## src/rtl/bytecode_decoder.sv

```systemverilog
// bytecode_decoder
//   Consumer side of the fetch-to-decoder byte handshake. Takes one JVM
//   bytecode byte per transfer, collects up to two immediate operand bytes,
//   classifies the instruction, then stays busy (ready low) for a class
//   dependent latency and reports the decoded fields with a one-cycle
//   decode_valid pulse in the last busy cycle.
//
// Ports
//   clk                 rising-edge clock
//   reset               asynchronous, active-high reset
//   start_for_decoder   a byte is offered on data_for_decoder
//   data_for_decoder    offered byte (opcode or operand)
//   ready_from_decoder  decoder can accept a byte this cycle
//   decode_valid        one-cycle pulse, decoded outputs are new
//   opcode              opcode of the last decoded instruction
//   op_class            0 NOP,1 CONST,2 LOAD,3 STORE,4 STACK,5 ARITH,6 CONV,7 ILLEGAL
//   index               local-variable index (LOAD/STORE/iinc), else 0
//   const_value         signed constant (iconst/bipush/sipush/iinc), else 0
//   illegal             last decoded opcode is unsupported
module bytecode_decoder #(
   parameter int BYTE        = 8,
   parameter int MUL_LATENCY = 2,
   parameter int DIV_LATENCY = 4
) (
   input  logic              clk,
   input  logic              reset,
   input  logic              start_for_decoder,
   input  logic [BYTE-1:0]   data_for_decoder,
   output logic              ready_from_decoder,
   output logic              decode_valid,
   output logic [BYTE-1:0]   opcode,
   output logic [2:0]        op_class,
   output logic [BYTE-1:0]   index,
   output logic [2*BYTE-1:0] const_value,
   output logic              illegal
);

   localparam logic [1:0] S_IDLE    = 2'd0;
   localparam logic [1:0] S_OPERAND = 2'd1;
   localparam logic [1:0] S_EXEC    = 2'd2;

   localparam logic [2:0] C_NOP   = 3'd0;
   localparam logic [2:0] C_CONST = 3'd1;
   localparam logic [2:0] C_LOAD  = 3'd2;
   localparam logic [2:0] C_STORE = 3'd3;
   localparam logic [2:0] C_STACK = 3'd4;
   localparam logic [2:0] C_ARITH = 3'd5;
   localparam logic [2:0] C_CONV  = 3'd6;
   localparam logic [2:0] C_ILL   = 3'd7;

   localparam int MAXL  = (DIV_LATENCY > MUL_LATENCY) ? DIV_LATENCY : MUL_LATENCY;
   localparam int CNT_W = $clog2(MAXL + 1);

   logic [1:0]        state;
   logic [BYTE-1:0]   op_r, b1_r;
   logic              got_b1;
   logic [CNT_W-1:0]  busy_cnt;

   // decoded fields held until the pulse for long-latency instructions
   logic [BYTE-1:0]   pend_op;
   logic [2:0]        pend_class;
   logic [BYTE-1:0]   pend_index;
   logic [2*BYTE-1:0] pend_const;
   logic              pend_ill;

   logic              xfer, final_xfer;
   logic [BYTE-1:0]   cur_op, cur_b1, cur_b2;
   logic [1:0]        n_ops;
   logic [CNT_W-1:0]  lat;
   logic [2:0]        cls;
   logic [BYTE-1:0]   idx;
   logic [2*BYTE-1:0] cv;

   assign ready_from_decoder = (state != S_EXEC);
   assign xfer = start_for_decoder & ready_from_decoder;

   // Assemble the instruction as it stands on the transfer edge so the
   // final byte can be decoded without first being registered.
   always_comb begin
      cur_op = (state == S_IDLE) ? data_for_decoder : op_r;
      cur_b1 = (state == S_OPERAND && !got_b1) ? data_for_decoder : b1_r;
      cur_b2 = data_for_decoder;
   end

   always_comb begin
      cls   = C_ILL;
      n_ops = 2'd0;
      lat   = CNT_W'(1);
      idx   = '0;
      cv    = '0;
      if (cur_op == 8'h00) begin
         cls = C_NOP;
      end else if (cur_op <= 8'h0F) begin
         cls = C_CONST;
         // iconst_m1..iconst_5 carry opcode-3
         if (cur_op >= 8'h02 && cur_op <= 8'h08)
            cv = {{BYTE{1'b0}}, cur_op} - 16'd3;
      end else if (cur_op == 8'h10) begin
         cls   = C_CONST;
         n_ops = 2'd1;
         cv    = {{BYTE{cur_b1[BYTE-1]}}, cur_b1};
      end else if (cur_op == 8'h11) begin
         cls   = C_CONST;
         n_ops = 2'd2;
         cv    = {cur_b1, cur_b2};
      end else if (cur_op >= 8'h15 && cur_op <= 8'h19) begin
         cls   = C_LOAD;
         n_ops = 2'd1;
         idx   = cur_b1;
      end else if (cur_op >= 8'h1A && cur_op <= 8'h35) begin
         cls = C_LOAD;
         // (opcode-0x1A)[1:0] only depends on the low two opcode bits
         if (cur_op <= 8'h2D)
            idx = {{(BYTE-2){1'b0}}, 2'(cur_op[1:0] - 2'd2)};
      end else if (cur_op >= 8'h36 && cur_op <= 8'h3A) begin
         cls   = C_STORE;
         n_ops = 2'd1;
         idx   = cur_b1;
      end else if (cur_op >= 8'h3B && cur_op <= 8'h56) begin
         cls = C_STORE;
         if (cur_op <= 8'h4E)
            idx = {{(BYTE-2){1'b0}}, 2'(cur_op[1:0] - 2'd3)};
      end else if (cur_op >= 8'h57 && cur_op <= 8'h5F) begin
         cls = C_STACK;
      end else if (cur_op >= 8'h60 && cur_op <= 8'h83) begin
         cls = C_ARITH;
         if (cur_op >= 8'h68 && cur_op <= 8'h6B)
            lat = CNT_W'(MUL_LATENCY);
         else if (cur_op >= 8'h6C && cur_op <= 8'h73)
            lat = CNT_W'(DIV_LATENCY);
      end else if (cur_op == 8'h84) begin
         cls   = C_ARITH;
         n_ops = 2'd2;
         idx   = cur_b1;
         cv    = {{BYTE{cur_b2[BYTE-1]}}, cur_b2};
      end else if (cur_op >= 8'h85 && cur_op <= 8'h93) begin
         cls = C_CONV;
      end
   end

   // At most two operands, so the second operand byte is always the last.
   always_comb begin
      final_xfer = 1'b0;
      if (xfer) begin
         if (state == S_IDLE)
            final_xfer = (n_ops == 2'd0);
         else if (state == S_OPERAND)
            final_xfer = got_b1 || (n_ops == 2'd1);
      end
   end

   always_ff @(posedge clk or posedge reset) begin
      if (reset) begin
         state        <= S_IDLE;
         op_r         <= '0;
         b1_r         <= '0;
         got_b1       <= 1'b0;
         busy_cnt     <= '0;
         pend_op      <= '0;
         pend_class   <= '0;
         pend_index   <= '0;
         pend_const   <= '0;
         pend_ill     <= 1'b0;
         decode_valid <= 1'b0;
         opcode       <= '0;
         op_class     <= '0;
         index        <= '0;
         const_value  <= '0;
         illegal      <= 1'b0;
      end else begin
         decode_valid <= 1'b0;
         case (state)
            S_IDLE, S_OPERAND: begin
               if (xfer) begin
                  if (state == S_IDLE) begin
                     op_r   <= data_for_decoder;
                     got_b1 <= 1'b0;
                  end else if (!got_b1) begin
                     b1_r   <= data_for_decoder;
                     got_b1 <= 1'b1;
                  end
                  if (final_xfer) begin
                     state      <= S_EXEC;
                     busy_cnt   <= lat - CNT_W'(1);
                     pend_op    <= cur_op;
                     pend_class <= cls;
                     pend_index <= idx;
                     pend_const <= cv;
                     pend_ill   <= (cls == C_ILL);
                     // single-cycle latency: the pulse lands in the first busy cycle
                     if (lat == CNT_W'(1)) begin
                        decode_valid <= 1'b1;
                        opcode       <= cur_op;
                        op_class     <= cls;
                        index        <= idx;
                        const_value  <= cv;
                        illegal      <= (cls == C_ILL);
                     end
                  end else begin
                     state <= S_OPERAND;
                  end
               end
            end
            S_EXEC: begin
               if (busy_cnt == '0) begin
                  state <= S_IDLE;
               end else begin
                  busy_cnt <= busy_cnt - CNT_W'(1);
                  if (busy_cnt == CNT_W'(1)) begin
                     decode_valid <= 1'b1;
                     opcode       <= pend_op;
                     op_class     <= pend_class;
                     index        <= pend_index;
                     const_value  <= pend_const;
                     illegal      <= pend_ill;
                  end
               end
            end
            default: state <= S_IDLE;
         endcase
      end
   end

endmodule

```

## config.mk

```make
export PLATFORM = sky130hd
export DESIGN_NAME = bytecode_decoder
export DESIGN_NICKNAME = d
export VERILOG_FILES = /design/src/rtl/bytecode_decoder.sv
export SDC_FILE = /design/constraint.sdc
export NUM_CORES = 1
export LEC_CHECK = 0
export CORE_MARGIN = 5
export CORE_UTILIZATION = 50
export CTS_CLUSTER_SIZE = 12
export DETAILED_ROUTE_END_ITERATION = 8
export PLACE_DENSITY_LB_ADDON = 0.15
export SLEW_MARGIN = 30
export SYNTH_ARGS = -nofsm -noshare
export SYNTH_HDL_FRONTEND = slang
export SYNTH_SLANG_ARGS = --single-unit
```

## constraint.sdc

```tcl
create_clock -name clk -period 10 [get_ports clk]
set_input_delay 2 -clock clk [delete_from_list [all_inputs] [get_ports clk]]
set_output_delay 2 -clock clk [all_outputs]
set_load 0.03 [all_outputs]
```

==> results of run 1 <==
==> metrics by stage <==
stage                     power, W   util
after floorplan            0.00173      -
after global placement     0.00209  0.555
after detailed placement   0.00212  0.557
after CTS                  0.00248  0.584
after global routing       0.00264  0.584
final                      0.00249  0.584
==> cells by family (layout without fill, tap and decap cells) <==
kind of cell,Yosys count,after routing,share of synthesized area
AOI/OAI and AO/OA,170,170,0.196
muxes,78,78,0.165
xor gates and xnor gates,5,5,0.00735
buffers and inverters,62,91,0.0569
DFF,95,95,0.399
and+or+nand+nor,180,180,0.155
adders and majority gates,10,10,0.0210
==> cells in the final DEF (no fill, tap or decap), drive strengths merged, types with 3 or more instances in the layout <==
| cell | instances |
|---|---|
| a211oi | 3 |
| nor4 | 4 |
| o211ai | 8 |
| clkdlybuf4s50 | 48 |
| a221oi | 5 |
| o2111ai | 5 |
| a21o | 14 |
| nor3 | 3 |
| or4 | 4 |
| dfrtp | 95 |
| inv | 15 |
| nor2b | 3 |
| o21ai | 38 |
| a22oi | 4 |
| ha | 10 |
| clkbuf | 11 |
| a21oi | 31 |
| nand3 | 23 |
| nor2 | 47 |
| and2 | 8 |
| or4b | 3 |
| mux2 | 66 |
| o21a | 5 |
| nand4bb | 3 |
| nand2b | 4 |
| nand2 | 56 |
| a31oi | 17 |
| o31ai | 22 |
| xnor2 | 3 |
| mux2i | 12 |
| nand4 | 6 |
| buf | 13 |
==> routing by layer <==
metal	track usage	routed length, um
met3	0.0355	818
met5	0	0
met1	0.321	7330
met2	0.372	7720
met4	0.0970	507
==> sequential cells by signal (all words and copies together) (netlist names) <==
signal        flops
b1_r              8
busy_cnt          3
const_value      16
decode_valid      1
got_b1            1
illegal           1
index             8
op_class          3
op_r              8
opcode            8
pend_class        3
pend_const       16
pend_ill          1
pend_index        8
pend_op           8
state             2
==> final cells by class <==
class / instances / area (um2) / share of cell area
sequential: 95 / 2380 / 0.352
timing repair buffer: 61 / 592 / 0.0876
inverter: 14 / 53.8 / 0.00796
multi-input combinational: 443 / 3250 / 0.481
clock buffer: 11 / 243 / 0.0359
tap: 143 / 179 / 0.0265
clock inverter: 5 / 63.8 / 0.00944
==> cell usage after synthesis, drive strengths merged (3+ instances only) <==
| cell type | n | area, um2 |
|---|---|---|
| nor3 | 3 | 15.0 |
| o2111ai | 5 | 43.8 |
| a21oi | 31 | 155 |
| nand2 | 56 | 210 |
| a31oi | 17 | 106 |
| nor4 | 4 | 40.0 |
| o21a | 5 | 45.0 |
| mux2i | 12 | 133 |
| nand4bb | 3 | 33.8 |
| dfrtp | 95 | 2380 |
| buf | 24 | 196 |
| o31ai | 22 | 179 |
| nand3 | 23 | 115 |
| inv | 14 | 52.6 |
| and2 | 8 | 50.1 |
| or4b | 3 | 33.8 |
| xnor2 | 3 | 26.3 |
| clkbuf | 24 | 90.1 |
| a21o | 14 | 105 |
| o211ai | 8 | 60.1 |
| nor2 | 47 | 179 |
| nand4 | 6 | 37.5 |
| o21ai | 38 | 194 |
| or4 | 4 | 30.0 |
| a211oi | 3 | 22.5 |
| a22oi | 4 | 30.0 |
| ha | 10 | 125 |
| nand2b | 4 | 25.0 |
| a221oi | 5 | 56.3 |
| mux2 | 66 | 852 |
| nor2b | 3 | 18.8 |
==> power groups by stage <==
stage / Combinational, W / Sequential (W) / Clock, W
floorplan: 0.00101 / 0.000720 / 0
global placement: 0.00145 / 0.000642 / 0
detailed placement: 0.00147 / 0.000649 / 0
CTS: 0.00148 / 0.000644 / 0.000359
global route: 0.00160 / 0.000666 / 0.000375
finish: 0.00149 / 0.000645 / 0.000354
==> worst paths after layout <==
| path | from | endpoint | slack, ps |
|---|---|---|---|
| worst max-delay path | data_for_decoder[3] | const_value[12] | 4360 |
| worst min-delay path | pend_index[6] | pend_index[6] | 500 |
| worst max register to register | state[0] | index[0] | 5670 |
| worst min register to register | pend_index[6] | pend_index[6] | 500 |
| max in group asynchronous | reset | b1_r[2] | 7090 |
| min in group asynchronous | reset | const_value[3] | 1950 |
==> worst max-delay path: cells and delay by family <==
family	cells	cell delay (ps)
simple gates	7	1780
compound gates	1	560
mux	1	310
fa+ha+maj	1	200
buf+inv	2	1000
==> impl_metrics.env, run 1 <==
export IMPL_clkLatencyLatePin_ps=350
export IMPL_finalCritPeriodShare=0.564
export IMPL_path_cells="clkdlybuf4s50_1 -> or3b_1 -> and2_1 -> nor2_1 -> nand2_1 -> and2_1 -> ha_1 -> and3_1 -> and4b_1 -> a311o_2 -> buf_12 -> mux2_4"
export IMPL_instances_no_fill=772
export IMPL_avgSynthCellArea_um2=9.93
export IMPL_synth_seq_cells=95
export IMPL_rr_worst_depth=14
export IMPL_whs_path_depth=2
export IMPL_via_count=4877
export IMPL_p_clk_frac=0.143
export IMPL_initial_core_util=0.515
export IMPL_die_y_um=119
export IMPL_slowest_delay_ps=730
export IMPL_cts_hold_buf=0
export IMPL_cap_violations=0
export IMPL_die_area_um2=14200
export IMPL_post_cts_resized=0
export IMPL_crit_top_cell="and2_1"
export IMPL_first_pass_iters=5
export IMPL_internal_power_w=0.00134
export IMPL_synth_edf_count=0
export IMPL_nNetsFinal=645
export IMPL_min_period_ps=5640
export IMPL_rsz0062_at_grt="no"
export IMPL_fin_hold_ws_ps=500
export IMPL_power_density_nw_per_um2=368
export IMPL_grt_pass1_vias=4680
export IMPL_final_hold_viol_count=0
export IMPL_routed_wl_um=16400
export IMPL_cts_buffers=9
export IMPL_vias_per_cell=6.32
export IMPL_outcome="finished, final reports clean"
export IMPL_grt_pass1_wl_um=26200
export IMPL_grt_use_total=0.234
export IMPL_diodes=0
export IMPL_hold_path_class="flip-flop to flip-flop"
export IMPL_setup_viol=0
export IMPL_timing_fmax_mhz=177
export IMPL_fin_area_um2=6760
export IMPL_worstPathArrival_ps=5880
export IMPL_async_flop_share=1.00
export IMPL_critPathMaxFanout=21
export IMPL_yosysWarnings=0
export IMPL_clock_path_buffers=2
export IMPL_post_route_worst_setup_slack_ps=4360
export IMPL_place_gp_congestion=1.03
export IMPL_dp_slack_ps=3780
export IMPL_ys_flop_type="dfrtp_1"
export IMPL_cts_tree="done"
export IMPL_drc=0
export IMPL_cp_slowest_cell="clkdlybuf4s50_1"
export IMPL_io_pins=49
export IMPL_p_leak_nw=2.97
export IMPL_slew_limit_headroom=0.351
export IMPL_power_switching_w=0.00114
export IMPL_drive_above_1_share=0.178
export IMPL_vdd_ir_drop_max_mv=0.187
export IMPL_critPathRequiredTime_ps=10240
export IMPL_h_tree_depth=3
export IMPL_ys_types=75
export IMPL_dpl_instance_area_um2=6450
export IMPL_startpoint_type="input port"
export IMPL_area_delta_synth_final_pct=13.4
export IMPL_clkTransAtPathRegs_ps=70
export IMPL_rows=39
export IMPL_cts_setup_buffers=0
export IMPL_grt_overflow=0
export IMPL_cts_root_buf="clkbuf_16"
export IMPL_tns_ps=0
export IMPL_fillers=1001
export IMPL_netlist_area_um2=5960
export IMPL_io_buffers=48
export IMPL_p_seq_frac=0.259
export IMPL_dpl_hpwl_um=11700
export IMPL_ys_seq_area_frac=0.399
export IMPL_placed_cells=756
export IMPL_wl_per_cell_um=21.2
export IMPL_path_class="input port to flip-flop"
export IMPL_pwr_share_comb=0.598
export IMPL_die_width_um=119
export IMPL_synth_nets=621
export IMPL_grt_start_max_net_pins=73
export IMPL_antenna_found_initial=0
export IMPL_clock_sinks=95
export IMPL_switching_share=0.460
export IMPL_initialDrtViolationCount=423
export IMPL_synthCells=600
export IMPL_worst_setup_path_end_kind="flip-flop"
export IMPL_ant_nets=0
export IMPL_worstMarginPinSlew_ps=949
export IMPL_core_um2=11600
export IMPL_slew_viol_final=0
export IMPL_fin_skew_ps=9.62
No activity file was read; power rests on OpenSTA's default activity.
==> inputs of run 2 (changes only) <==
Clock period 10 ns to 5.45 ns, I/O delays scaled along.
==> run 2 against run 1 <==
Via count up 0.43%. Critical path depth did not move. Count of clock-buffer cells in the layout unchanged. Combinational power grew 80%. Highest routed layer unchanged.
==> impl_metrics.env, run 2 (synthesis results as in run 1) <==
export IMPL_core_um2=11600
export IMPL_grt_start_max_net_pins=64
export IMPL_h_tree_depth=3
export IMPL_place_gp_congestion=0.960
export IMPL_cap_violations=0
export IMPL_slew_viol_final=0
export IMPL_startpoint_type="input port"
export IMPL_min_period_ps=4520
export IMPL_initial_core_util=0.515
export IMPL_io_pins=49
export IMPL_finalCritPeriodShare=0.829
export IMPL_fillers=1032
export IMPL_timing_fmax_mhz=221
export IMPL_diodes=0
export IMPL_cts_tree="done"
export IMPL_first_pass_iters=5
export IMPL_initialDrtViolationCount=517
export IMPL_critPathRequiredTime_ps=5690
export IMPL_highest_layer="met4"
export IMPL_outcome="finished, final reports clean"
export IMPL_via_count=4898
export IMPL_clock_sinks=95
export IMPL_layout_common_cells="dfrtp_1 (94), nand2_1 (56), clkdlybuf4s50_1 (48), nor2_1 (46), mux2_2 (37)"
export IMPL_drc=0
export IMPL_die_width_um=119
export IMPL_reg_top3="const_value (16), pend_const (16)"
export IMPL_die_y_um=119
export IMPL_power_density_nw_per_um2=667
export IMPL_rows=39
export IMPL_ant_nets=0
export IMPL_drive_above_1_share=0.185
export IMPL_vdd_ir_drop_max_mv=0.289
export IMPL_hold_path_class="flip-flop to flip-flop"
export IMPL_wl_per_cell_um=21.4
export IMPL_final_common_cell="dfrtp_1"
export IMPL_p_leak_nw=2.98
export IMPL_fin_skew_ps=9.30
export IMPL_cts_hold_buf=0
export IMPL_met1_length_um=7510
export IMPL_die_area_um2=14200
export IMPL_worstMarginPinSlew_ps=953
export IMPL_path_class="input port to flip-flop"
export IMPL_grt_overflow=0
export IMPL_grt_pass1_vias=4773
export IMPL_vias_per_cell=6.31
export IMPL_rsz0062_at_grt="no"
export IMPL_cts_setup_buffers=0
export IMPL_nNetsFinal=650
export IMPL_wl_met2_um=7730
export IMPL_io_buffers=48
export IMPL_routed_wl_um=16600
export IMPL_setup_viol=0
export IMPL_slew_limit_headroom=0.362
export IMPL_dp_slack_ps=591
export IMPL_clkTransAtPathRegs_ps=70
export IMPL_tns_ps=0
export IMPL_wl_met3_um=1110
export IMPL_critPathMaxFanout=21
export IMPL_dpl_hpwl_um=12100
export IMPL_clkLatencyLatePin_ps=350
export IMPL_grt_pass1_wl_um=26900
export IMPL_post_cts_resized=0
export IMPL_post_route_worst_setup_slack_ps=931
export IMPL_final_hold_viol_count=0
export IMPL_cts_buffers=9
export IMPL_cts_root_buf="clkbuf_16"
export IMPL_worst_setup_path_end_kind="flip-flop"
export IMPL_worstPathArrival_ps=4760
export IMPL_antenna_found_initial=0
export IMPL_clock_path_buffers=2
export IMPL_grt_use_total=0.241
export IMPL_area_delta_synth_final_pct=13.2
==> run 2: path summary, 6_finish.rpt <==
| path | slack, ps | cells after the start | end | startpoint |
|---|---|---|---|---|
| max reg2reg | 1450 | 13 | pend_op[1] | state[1] |
| min reg2reg | 500 | 1 | pend_const[0] | pend_const[0] |
| min | 500 | 1 | pend_const[0] | pend_const[0] |
| min in group asynchronous | 1100 | 2 | const_value[3] | reset |
| max | 930 | 12 | op_class[2] | data_for_decoder[3] |
| max in group asynchronous | 3140 | 3 | state[1] | reset |
==> run 2: through the flow <==
| step | instance area, um2 | power, W | hold WS (ps) | util | std cells |
|---|---|---|---|---|---|
| after floorplan | 5960 | 0.00318 | 468 | - | 600 |
| after global placement | 6470 | 0.00383 | 483 | 0.559 | 760 |
| after detailed placement | 6470 | 0.00388 | 495 | 0.560 | 761 |
| after CTS | 6740 | 0.00449 | 510 | 0.583 | 776 |
| after global routing | 6750 | 0.00479 | 512 | 0.584 | 776 |
| final | 6750 | 0.00450 | 504 | 0.584 | 776 |
==> run 2: worst max-delay path: stages <==
cell and delay (ps):
clkdlybuf4s50_1 790, or3b_1 440, and2_1 440, nor2_1 190
nand2_1 110, and2_1 240, ha_1 200, and3_1 140
and4b_1 190, a311o_2 320, buf_4 250, mux2_4 340
==> run 2: power breakdown <==
group | switching, W | internal, W | leakage [nW]
Combinational | 0.00158 | 0.00110 | 1.62
Clock | 0.000274 | 0.000321 | 0.132
Sequential | 0.000233 | 0.000991 | 1.23
Total | 0.00209 | 0.00241 | 2.98
==> run 2: layer usage <==
layer,global-route usage,vias up
met1,0.332,2409
met5,0,-
met2,0.375,195
li1,-,2270
met4,0.0753,0
met3,0.0592,24
==> run 2: layout make-up <==
type                    instances  area (um2)  area share
clock buffers                  11         243      0.0360
clock inverters                 4        30.0     0.00445
inverters                      14        53.8     0.00797
multi-input cells             443        3250       0.482
flip-flops and latches         95        2380       0.352
well taps                     143         179      0.0265
repair buffers                 66         613      0.0908
